--- config.mk ---
export PLATFORM = sky130hd
export DESIGN_NAME = spi_bus_arbiter
export DESIGN_NICKNAME = d
export VERILOG_FILES = /design/src/rtl/spi_bus_arbiter.sv
export SDC_FILE = /design/constraint.sdc
export NUM_CORES = 1
export LEC_CHECK = 0
export BUFFER_PORTS_ARGS = -buffer_cell sky130_fd_sc_hd__clkbuf_2
export CORE_MARGIN = 8
export CORE_UTILIZATION = 52
export DETAILED_ROUTE_END_ITERATION = 16
export PLACE_DENSITY_LB_ADDON = 0.3
export SYNTH_ARGS = -nofsm -noshare
export SYNTH_HDL_FRONTEND = slang
export SYNTH_SLANG_ARGS = --single-unit
export TNS_END_PERCENT = 20
--- constraint.sdc ---
create_clock -name clk_sys -period 2.3 [get_ports clk_sys]
set_input_delay 0.46 -clock clk_sys [delete_from_list [all_inputs] [get_ports clk_sys]]
set_output_delay 0.46 -clock clk_sys [all_outputs]
set_load 0.005 [all_outputs]
--- src/rtl/spi_bus_arbiter.sv ---
// spi_bus_arbiter: shares the middleboard SPI bus between the core SPI slaves
// and the SD-card passthrough. Selects are synchronised, one owner is granted
// at a time, and a guard interval separates ownership changes.
module spi_bus_arbiter #(
    parameter int unsigned GUARD_CYCLES  = 4,
    parameter int unsigned SYNC_STAGES   = 2,
    parameter bit          CORE_PRIORITY = 1'b1
) (
    input  logic       clk_sys,
    input  logic       reset,
    input  logic       spi_ss2_n,
    input  logic       spi_ss3_n,
    input  logic       conf_data0_n,
    input  logic       spi_ss4_n,
    output logic       grant_core,
    output logic       grant_sd,
    output logic       sck_sel_sd,
    output logic       miso_oe_sd,
    output logic       busy,
    output logic [1:0] state,
    output logic [7:0] conflict_cnt
);

    localparam int unsigned GW         = (GUARD_CYCLES > 1) ? $clog2(GUARD_CYCLES) : 1;
    localparam int unsigned GUARD_LOAD = (GUARD_CYCLES == 0) ? 0 : GUARD_CYCLES - 1;

    typedef enum logic [1:0] {
        ST_IDLE  = 2'b00,
        ST_CORE  = 2'b01,
        ST_SD    = 2'b10,
        ST_GUARD = 2'b11
    } state_t;

    state_t        state_q;
    logic [GW-1:0] guard_cnt;
    logic [3:0]    sync_q [SYNC_STAGES];
    logic [4:0]    outs_q;
    logic          req_core_q;
    logic          req_sd_q;
    logic          req_core_c;
    logic          req_sd_c;
    logic          conflict_inc_c;

    // Output bundle {busy, grant_core, grant_sd, sck_sel_sd, miso_oe_sd} for a state
    function automatic logic [4:0] decode(input state_t s);
        case (s)
            ST_CORE:  decode = 5'b1_1000;
            ST_SD:    decode = 5'b1_0111;
            ST_GUARD: decode = 5'b1_0000;
            default:  decode = 5'b0_0000;
        endcase
    endfunction

    // Synchroniser chains for all four selects; reset parks them deasserted
    always_ff @(posedge clk_sys) begin
        if (reset) begin
            for (int i = 0; i < int'(SYNC_STAGES); i++) sync_q[i] <= 4'hF;
        end else begin
            sync_q[0] <= {spi_ss4_n, conf_data0_n, spi_ss3_n, spi_ss2_n};
            for (int i = 1; i < int'(SYNC_STAGES); i++) sync_q[i] <= sync_q[i-1];
        end
    end

    assign req_core_c = ~(sync_q[SYNC_STAGES-1][0] & sync_q[SYNC_STAGES-1][1] & sync_q[SYNC_STAGES-1][2]);
    assign req_sd_c   = ~sync_q[SYNC_STAGES-1][3];

    // Conflict events: simultaneous request from IDLE, or non-owner rising edge while owned
    always_comb begin
        conflict_inc_c = 1'b0;
        case (state_q)
            ST_IDLE: conflict_inc_c = req_core_c & req_sd_c;
            ST_CORE: conflict_inc_c = req_sd_c & ~req_sd_q;
            ST_SD:   conflict_inc_c = req_core_c & ~req_core_q;
            default: conflict_inc_c = 1'b0;
        endcase
    end

    // Ownership FSM with outputs registered alongside the state
    always_ff @(posedge clk_sys) begin
        if (reset) begin
            state_q      <= ST_IDLE;
            outs_q       <= 5'b0;
            guard_cnt    <= '0;
            conflict_cnt <= 8'd0;
            req_core_q   <= 1'b0;
            req_sd_q     <= 1'b0;
        end else begin
            req_core_q <= req_core_c;
            req_sd_q   <= req_sd_c;
            if (conflict_inc_c && conflict_cnt != 8'hFF)
                conflict_cnt <= conflict_cnt + 8'd1;

            case (state_q)
                ST_IDLE: begin
                    if (req_core_c && (CORE_PRIORITY || !req_sd_c)) begin
                        state_q <= ST_CORE;
                        outs_q  <= decode(ST_CORE);
                    end else if (req_sd_c) begin
                        state_q <= ST_SD;
                        outs_q  <= decode(ST_SD);
                    end
                end
                ST_CORE: begin
                    if (!req_core_c) begin
                        if (GUARD_CYCLES == 0) begin
                            state_q <= ST_IDLE;
                            outs_q  <= decode(ST_IDLE);
                        end else begin
                            state_q   <= ST_GUARD;
                            outs_q    <= decode(ST_GUARD);
                            guard_cnt <= GW'(GUARD_LOAD);
                        end
                    end
                end
                ST_SD: begin
                    if (!req_sd_c) begin
                        if (GUARD_CYCLES == 0) begin
                            state_q <= ST_IDLE;
                            outs_q  <= decode(ST_IDLE);
                        end else begin
                            state_q   <= ST_GUARD;
                            outs_q    <= decode(ST_GUARD);
                            guard_cnt <= GW'(GUARD_LOAD);
                        end
                    end
                end
                default: begin
                    if (guard_cnt == '0) begin
                        state_q <= ST_IDLE;
                        outs_q  <= decode(ST_IDLE);
                    end else begin
                        guard_cnt <= guard_cnt - GW'(1);
                    end
                end
            endcase
        end
    end

    assign state      = state_q;
    assign busy       = outs_q[4];
    assign grant_core = outs_q[3];
    assign grant_sd   = outs_q[2];
    assign sck_sel_sd = outs_q[1];
    assign miso_oe_sd = outs_q[0];

endmodule

==> results.json, run 1 <==
{
  "final_common_cell": "dfxtp_1",
  "p_total_mw": 1.25,
  "grt_use_total_pct": 11.1,
  "cts_tree": "done",
  "cts_resized": 0,
  "regToRegEndpoint": "conflict_cnt[3]",
  "fin_setup_tns_ns": 0,
  "wl_per_cell_microns": 11.9,
  "drive_gt1_share_pct": 25.7,
  "post-route-period-util_pct": 93.8,
  "crit_end": "conflict_cnt[3]",
  "io_pins": 21,
  "die_w_microns": 61.8,
  "drt_iter0_markers": 16,
  "crit_type": "register to register",
  "cts_buffers": 3,
  "slew_headroom_pct": 65.0,
  "synth_warnings": 0,
  "ys_seq_area_share_pct": 45.9,
  "vdd_drop_max_mv": 0.528,
  "gp_congestion": 0.905,
  "final_area_sq_mm": 0.00123,
  "clockBufferDepth": 2,
  "hold_viol": 0,
  "dp_slack_ns": 0.0902,
  "crit_path_end_kind": "register",
  "start_util_pct": 55.6,
  "place_hpwl_microns": 1490,
  "hp-class": "primary input to register",
  "first_pass_iters": 4,
  "arrival_ns": 2.39,
  "port_buffers": 20,
  "drt_wl_total_microns": 1990,
  "power_density_mw_per_mm2": 1020,
  "layout_setup_ws_ns": 0.143,
  "htree_levels": 1,
  "core_area_sq_mm": 0.00196,
  "worst_pin_slew_ns": 0.525,
  "setup_violations": 0,
  "place_area_sq_mm": 0.00120,
  "layout_common_cells": "dfxtp_1 (25), clkbuf_2 (20), a21oi_1 (10)",
  "min_period_ns": 2.16,
  "core.rowCount": 16,
  "clk_latency_ns": 0.30,
  "grt-ovfl-total": 0,
  "netlist_area_sq_mm": 0.00109,
  "r2r-start": "state[0]",
  "n_antenna_cell": 0,
  "postCtsHoldBufs": 0,
  "ant_nets": 0,
  "p_leak_nw": 0.526,
  "syn_inst": 120,
  "cts_sinks": 25,
  "fillers": 173,
  "drc": 0,
  "antenna_found_initial": 0,
  "area_growth_pct": 13.0,
  "clock_skew_ns": 0.00289,
  "cts_setup_buffers": 0,
  "ys_ff_latch": 25,
  "die_area_sq_mm": 0.00382,
  "fin_util_pct": 62.8,
  "grt_max_degree": 26,
  "synth_area_per_cell_sq_um": 9.09,
  "fmax_mhz": 464,
  "rrSetupSlack_ns": 0.14,
  "rr_worst_depth": 7,
  "grt_pass1_wl_microns": 3260,
  "cts_root_buf": "clkbuf_4",
  "synth_cell_types": 31,
  "cp_max_fo": 12,
  "rsz0062_at_grt": "false",
  "grt_pass1_vias": 802,
  "syn_nets": 132,
  "drv_cap": 0,
  "clk_pin_slew_ns": 0.12,
  "vias": 880,
  "critPathRequiredTime_ns": 2.53,
  "die_y_microns": 61.8,
  "nNetsFinal": 153,
  "crit_start": "state[0]",
  "start_kind": "register",
  "vias_per_cell": 5.27,
  "slew_violations": 0,
  "status": "completed"
}
## cells by family (layout without fill, tap and decap cells)
logic type / count (synthesis) / in the layout / share of synthesized area (%)
fa+ha+maj: 6 / 6 / 6.88
xor+xnor: 1 / 1 / 0.803
buf+inv: 15 / 35 / 6.54
compound gates: 23 / 23 / 13.3
flops: 25 / 25 / 45.9
mux: 3 / 3 / 2.75
simple gates: 47 / 47 / 23.9
## cell type report
type | instances | area [sq um] | share of cell area [%]
flip-flops and latches | 25 | 500 | 40.6
repair buffers | 22 | 115 | 9.34
multi-input cells | 80 | 523 | 42.4
well taps | 27 | 33.8 | 2.74
inverters | 9 | 33.8 | 2.74
clock buffers | 4 | 26.3 | 2.13
## flip-flops by register name (all words and copies together), names as in the netlist
| name | cells |
|---|---|
| sync_q | 8 |
| state | 2 |
| outs_q | 3 |
| req_sd_q | 1 |
| req_core_q | 1 |
| conflict_cnt | 8 |
| guard_cnt | 2 |
## routing by layer
| metal | vias up | GRT usage, % | part of all wire (%) |
|---|---|---|---|
| met5 | - | 0 | 0 |
| met4 | 0 | 4.22 | 0.76 |
| met3 | 2 | 3.29 | 6.3 |
| met2 | 19 | 18.8 | 47 |
| met1 | 402 | 12.9 | 46 |
| li1 | 457 | - | - |
## through the flow
| stage | hold WS, ns | cells |
|---|---|---|
| floorplan | 0.389 | 120 |
| global placement | 0.391 | 163 |
| detailed placement | 0.397 | 163 |
| CTS | 0.315 | 167 |
| global route | 0.312 | 167 |
| finish | 0.327 | 167 |
## critical path, stage by stage, from the launching register on
cell and delay (ns):
dfxtp_1 0.35, inv_1 0.08, ha_1 0.26, or3b_1 0.38, a211oi_2 0.28, o21ai_2 0.19
or3_1 0.39, a21oi_1 0.16
## how the worst min path moves through the flow
| stage | startpoint | endpoint | cells after the start |
|---|---|---|---|
| floorplan | sync_q[0][0] | sync_q[0][4] | 1 |
| global placement | sync_q[0][2] | sync_q[0][6] | 1 |
| detailed placement | sync_q[0][3] | sync_q[0][7] | 1 |
| CTS | conf_data0_n | sync_q[0][2] | 2 |
| global route | conf_data0_n | sync_q[0][2] | 2 |
| finish | conf_data0_n | sync_q[0][2] | 2 |
## power by group
group,internal [mW],switching (mW)
Sequential,0.499,0.0448
Combinational,0.244,0.282
Clock,0.0676,0.118
## cells in the mapped netlist
| master | n | area (sq um) |
|---|---|---|
| a21oi_1 | 10 | 50.1 |
| nand2b_1 | 1 | 6.26 |
| nor4_1 | 1 | 6.26 |
| or2_2 | 9 | 56.3 |
| or3_1 | 8 | 50.1 |
| o21ai_0 | 5 | 25.0 |
| a211oi_1 | 1 | 7.51 |
| o21ai_1 | 1 | 5.00 |
| buf_6 | 1 | 11.3 |
| or3b_1 | 1 | 8.76 |
| ha_1 | 6 | 75.1 |
| mux2i_1 | 3 | 30.0 |
| a311o_1 | 1 | 10.0 |
| nor4b_1 | 1 | 8.76 |
| nand2_1 | 5 | 18.8 |
| a211oi_2 | 1 | 12.5 |
| buf_4 | 2 | 15.0 |
| a22o_1 | 1 | 8.76 |
| a311oi_1 | 1 | 8.76 |
| clkbuf_1 | 3 | 11.3 |
| o2111ai_1 | 1 | 8.76 |
| nor2_1 | 9 | 33.8 |
| and3_1 | 4 | 25.0 |
| a221oi_1 | 1 | 8.76 |
| nand4_1 | 2 | 12.5 |
| xor2_1 | 1 | 8.76 |
| nor3_1 | 2 | 10.0 |
| inv_1 | 9 | 33.8 |
| dfxtp_1 | 25 | 500 |
| nand3_1 | 3 | 15.0 |
| and4_1 | 1 | 8.76 |
(Power assumes the default switching activity.)
==> run 2, diff against run 1 <==
--- a/config.mk
+++ b/config.mk
@@ -6,7 +6,6 @@
 export NUM_CORES = 1
 export LEC_CHECK = 0
 export BUFFER_PORTS_ARGS = -buffer_cell sky130_fd_sc_hd__clkbuf_2
-export CORE_MARGIN = 8
 export CORE_UTILIZATION = 52
 export DETAILED_ROUTE_END_ITERATION = 16
 export PLACE_DENSITY_LB_ADDON = 0.3
==> run 2 against run 1 <==
Effect of this change: wire length fell by 2.3%; flip-flop and latch count did not move; cell area did not move; maximum frequency rose by 1.1%; largest power group unchanged; highest routed layer unchanged.
==> results.json, run 2 (synthesis gave the netlist of run 1 again) <==
{
  "status": "completed",
  "drc": 0,
  "top_usage_layer": "met2",
  "ant_nets": 0,
  "htree_levels": 1,
  "combPwrFrac_pct": 41.8,
  "critPathTopFamily": "simple AND/OR/NAND/NOR gates",
  "grt-ovfl-total": 0,
  "arrival_ns": 2.39,
  "fin_util_pct": 62.8,
  "fin_cells": 167,
  "start_kind": "register",
  "p_int_mw": 0.810,
  "hp-class": "primary input to register",
  "p_seq_share_pct": 42.8,
  "cp_num_buf_inv": 1,
  "final-seq-area_sq_um": 500,
  "top_regs": "conflict_cnt x8, sync_q x8, outs_q x3",
  "drv_cap": 0,
  "n_antenna_cell": 0,
  "setup_violations": 0,
  "placed_cells": 163,
  "clock_power_share_pct": 15.4,
  "start_util_pct": 55.6,
  "clockBufferDepth": 2,
  "slew_violations": 0,
  "fmax_mhz": 469,
  "crit_type": "register to register",
  "rsz0062_at_grt": "false",
  "clock_skew_ns": 0.00224,
  "grt_util_met2_pct": 28.1,
  "cp_cell_sequence": "inv_1 > ha_1 > or3b_1 > a211oi_2 > o21ai_2 > or3_1 > a21oi_1",
  "fillers": 194,
  "layout_common_cells": "dfxtp_1 (25), clkbuf_2 (20), a21oi_1 (10)",
  "slew_headroom_pct": 64.3,
  "worst_pin_slew_ns": 0.536,
  "postCtsHoldBufs": 0,
  "post-route-period-util_pct": 92.7,
  "crit_path_end_kind": "register",
  "cp_max_fo": 12,
  "multi_input_area_sq_um": 523,
  "die_y_microns": 47.8,
  "nNetsFinal": 153,
  "power.switching_mw": 0.457,
  "cts_buffers": 3,
  "grt_use_total_pct": 18.3,
  "p_leak_nw": 0.526,
  "port_buffers": 20,
  "core.rowCount": 16,
  "die_w_microns": 47.8,
  "clk_latency_ns": 0.32,
  "p_sw_share_pct": 36.1,
  "place_hpwl_microns": 1400,
  "grt_use_met1_pct": 22.5,
  "grtUsageMet3_pct": 4.53,
  "clk_pin_slew_ns": 0.13,
  "critPathRequiredTime_ns": 2.56,
  "antenna_found_initial": 0,
  "grt_pass1_vias": 720,
  "gp_congestion": 0.938,
  "final_common_cell": "dfxtp_1",
  "fin_setup_tns_ns": 0,
  "vias": 889,
  "rrSetupSlack_ns": 0.17,
  "drive_gt1_share_pct": 25.7,
  "cp_slowest_stage_delay_ns": 0.39,
  "area_growth_pct": 13.0,
  "grt_max_degree": 26,
  "drt_wl_total_microns": 1940,
  "cts_tree": "done",
  "grt_pass1_wl_microns": 2820,
  "min_period_ns": 2.13,
  "vias_per_cell": 5.32,
  "power_density_mw_per_mm2": 1030,
  "hold_viol": 0,
  "cts_sinks": 25,
  "worst_path_max_delay_cell": "or3_1",
  "vdd_drop_max_mv": 0.576,
  "first_pass_iters": 4,
  "io_pins": 21,
  "timing.hold.ws_ns": 0.310,
  "drt_iter0_markers": 12,
  "core_area_sq_mm": 0.00196,
  "cts_root_buf": "clkbuf_4",
  "die_area_sq_mm": 0.00229,
  "wl_per_cell_microns": 11.6
}
[run 2: cell counts in the layout (fill, tap and decap cells not counted)]
Identical to the previous run, type by type.
[run 2: power by group through the flow]
| stage | combinational [mW] | sequential [mW] | clock (mW) |
|---|---|---|---|
| global route | 0.591 | 0.555 | 0.212 |
| detailed placement | 0.522 | 0.554 | 0 |
| global placement | 0.501 | 0.548 | 0 |
| CTS | 0.525 | 0.543 | 0.202 |
| finish | 0.530 | 0.543 | 0.195 |
| floorplan | 0.388 | 0.556 | 0 |
[run 2: path summary, 6_finish.rpt]
| kind | from | depth (start not counted) | end |
|---|---|---|---|
| max | state[0] | 7 | conflict_cnt[7] |
| min | spi_ss3_n | 2 | sync_q[0][1] |
| max reg2reg | state[0] | 7 | conflict_cnt[7] |
| min reg2reg | sync_q[0][1] | 1 | sync_q[0][5] |
[run 2: area by class of cell]
type / count / share of cell area (%)
multi-input cells: 80 / 42.4
flip-flops and latches: 25 / 40.6
repair buffers: 22 / 9.34
inverters: 9 / 2.74
well taps: 27 / 2.74
clock buffers: 4 / 2.13
[run 2: worst register-to-register path, delay by kind of cell (launching register included)]
family,cells,cell delay (ns)
DFF,1,0.35
and+or+nand+nor,2,0.78
AOI/OAI and AO/OA,3,0.62
buffers and inverters,1,0.07
adders and majority gates,1,0.25
[run 2: what timing repair did]
item / in CTS / in global routing
setup endpoints to repair: 0 / 4
setup buffers: 0 / 0
gates resized for setup: 0 / 1
[run 2: metrics by stage]
step / instance area (sq um) / power (mW) / setup slack (ns)
final: 1230 / 1.27 / 0.167
after global routing: 1230 / 1.36 / 0.0329
after CTS: 1230 / 1.27 / 0.103
after detailed placement: 1200 / 1.08 / 0.125
after global placement: 1200 / 1.05 / 0.192
after floorplan: 1090 / 0.944 / 0.201
[run 2: per-layer routing]
metal  share of wire, %  wire length, microns  vias up
li1                   -                     -      458
met4                2.3                    44        0
met5                  0                     0        -
met3                3.8                    74        5
met2                 47                   904       20
met1                 47                   917      406
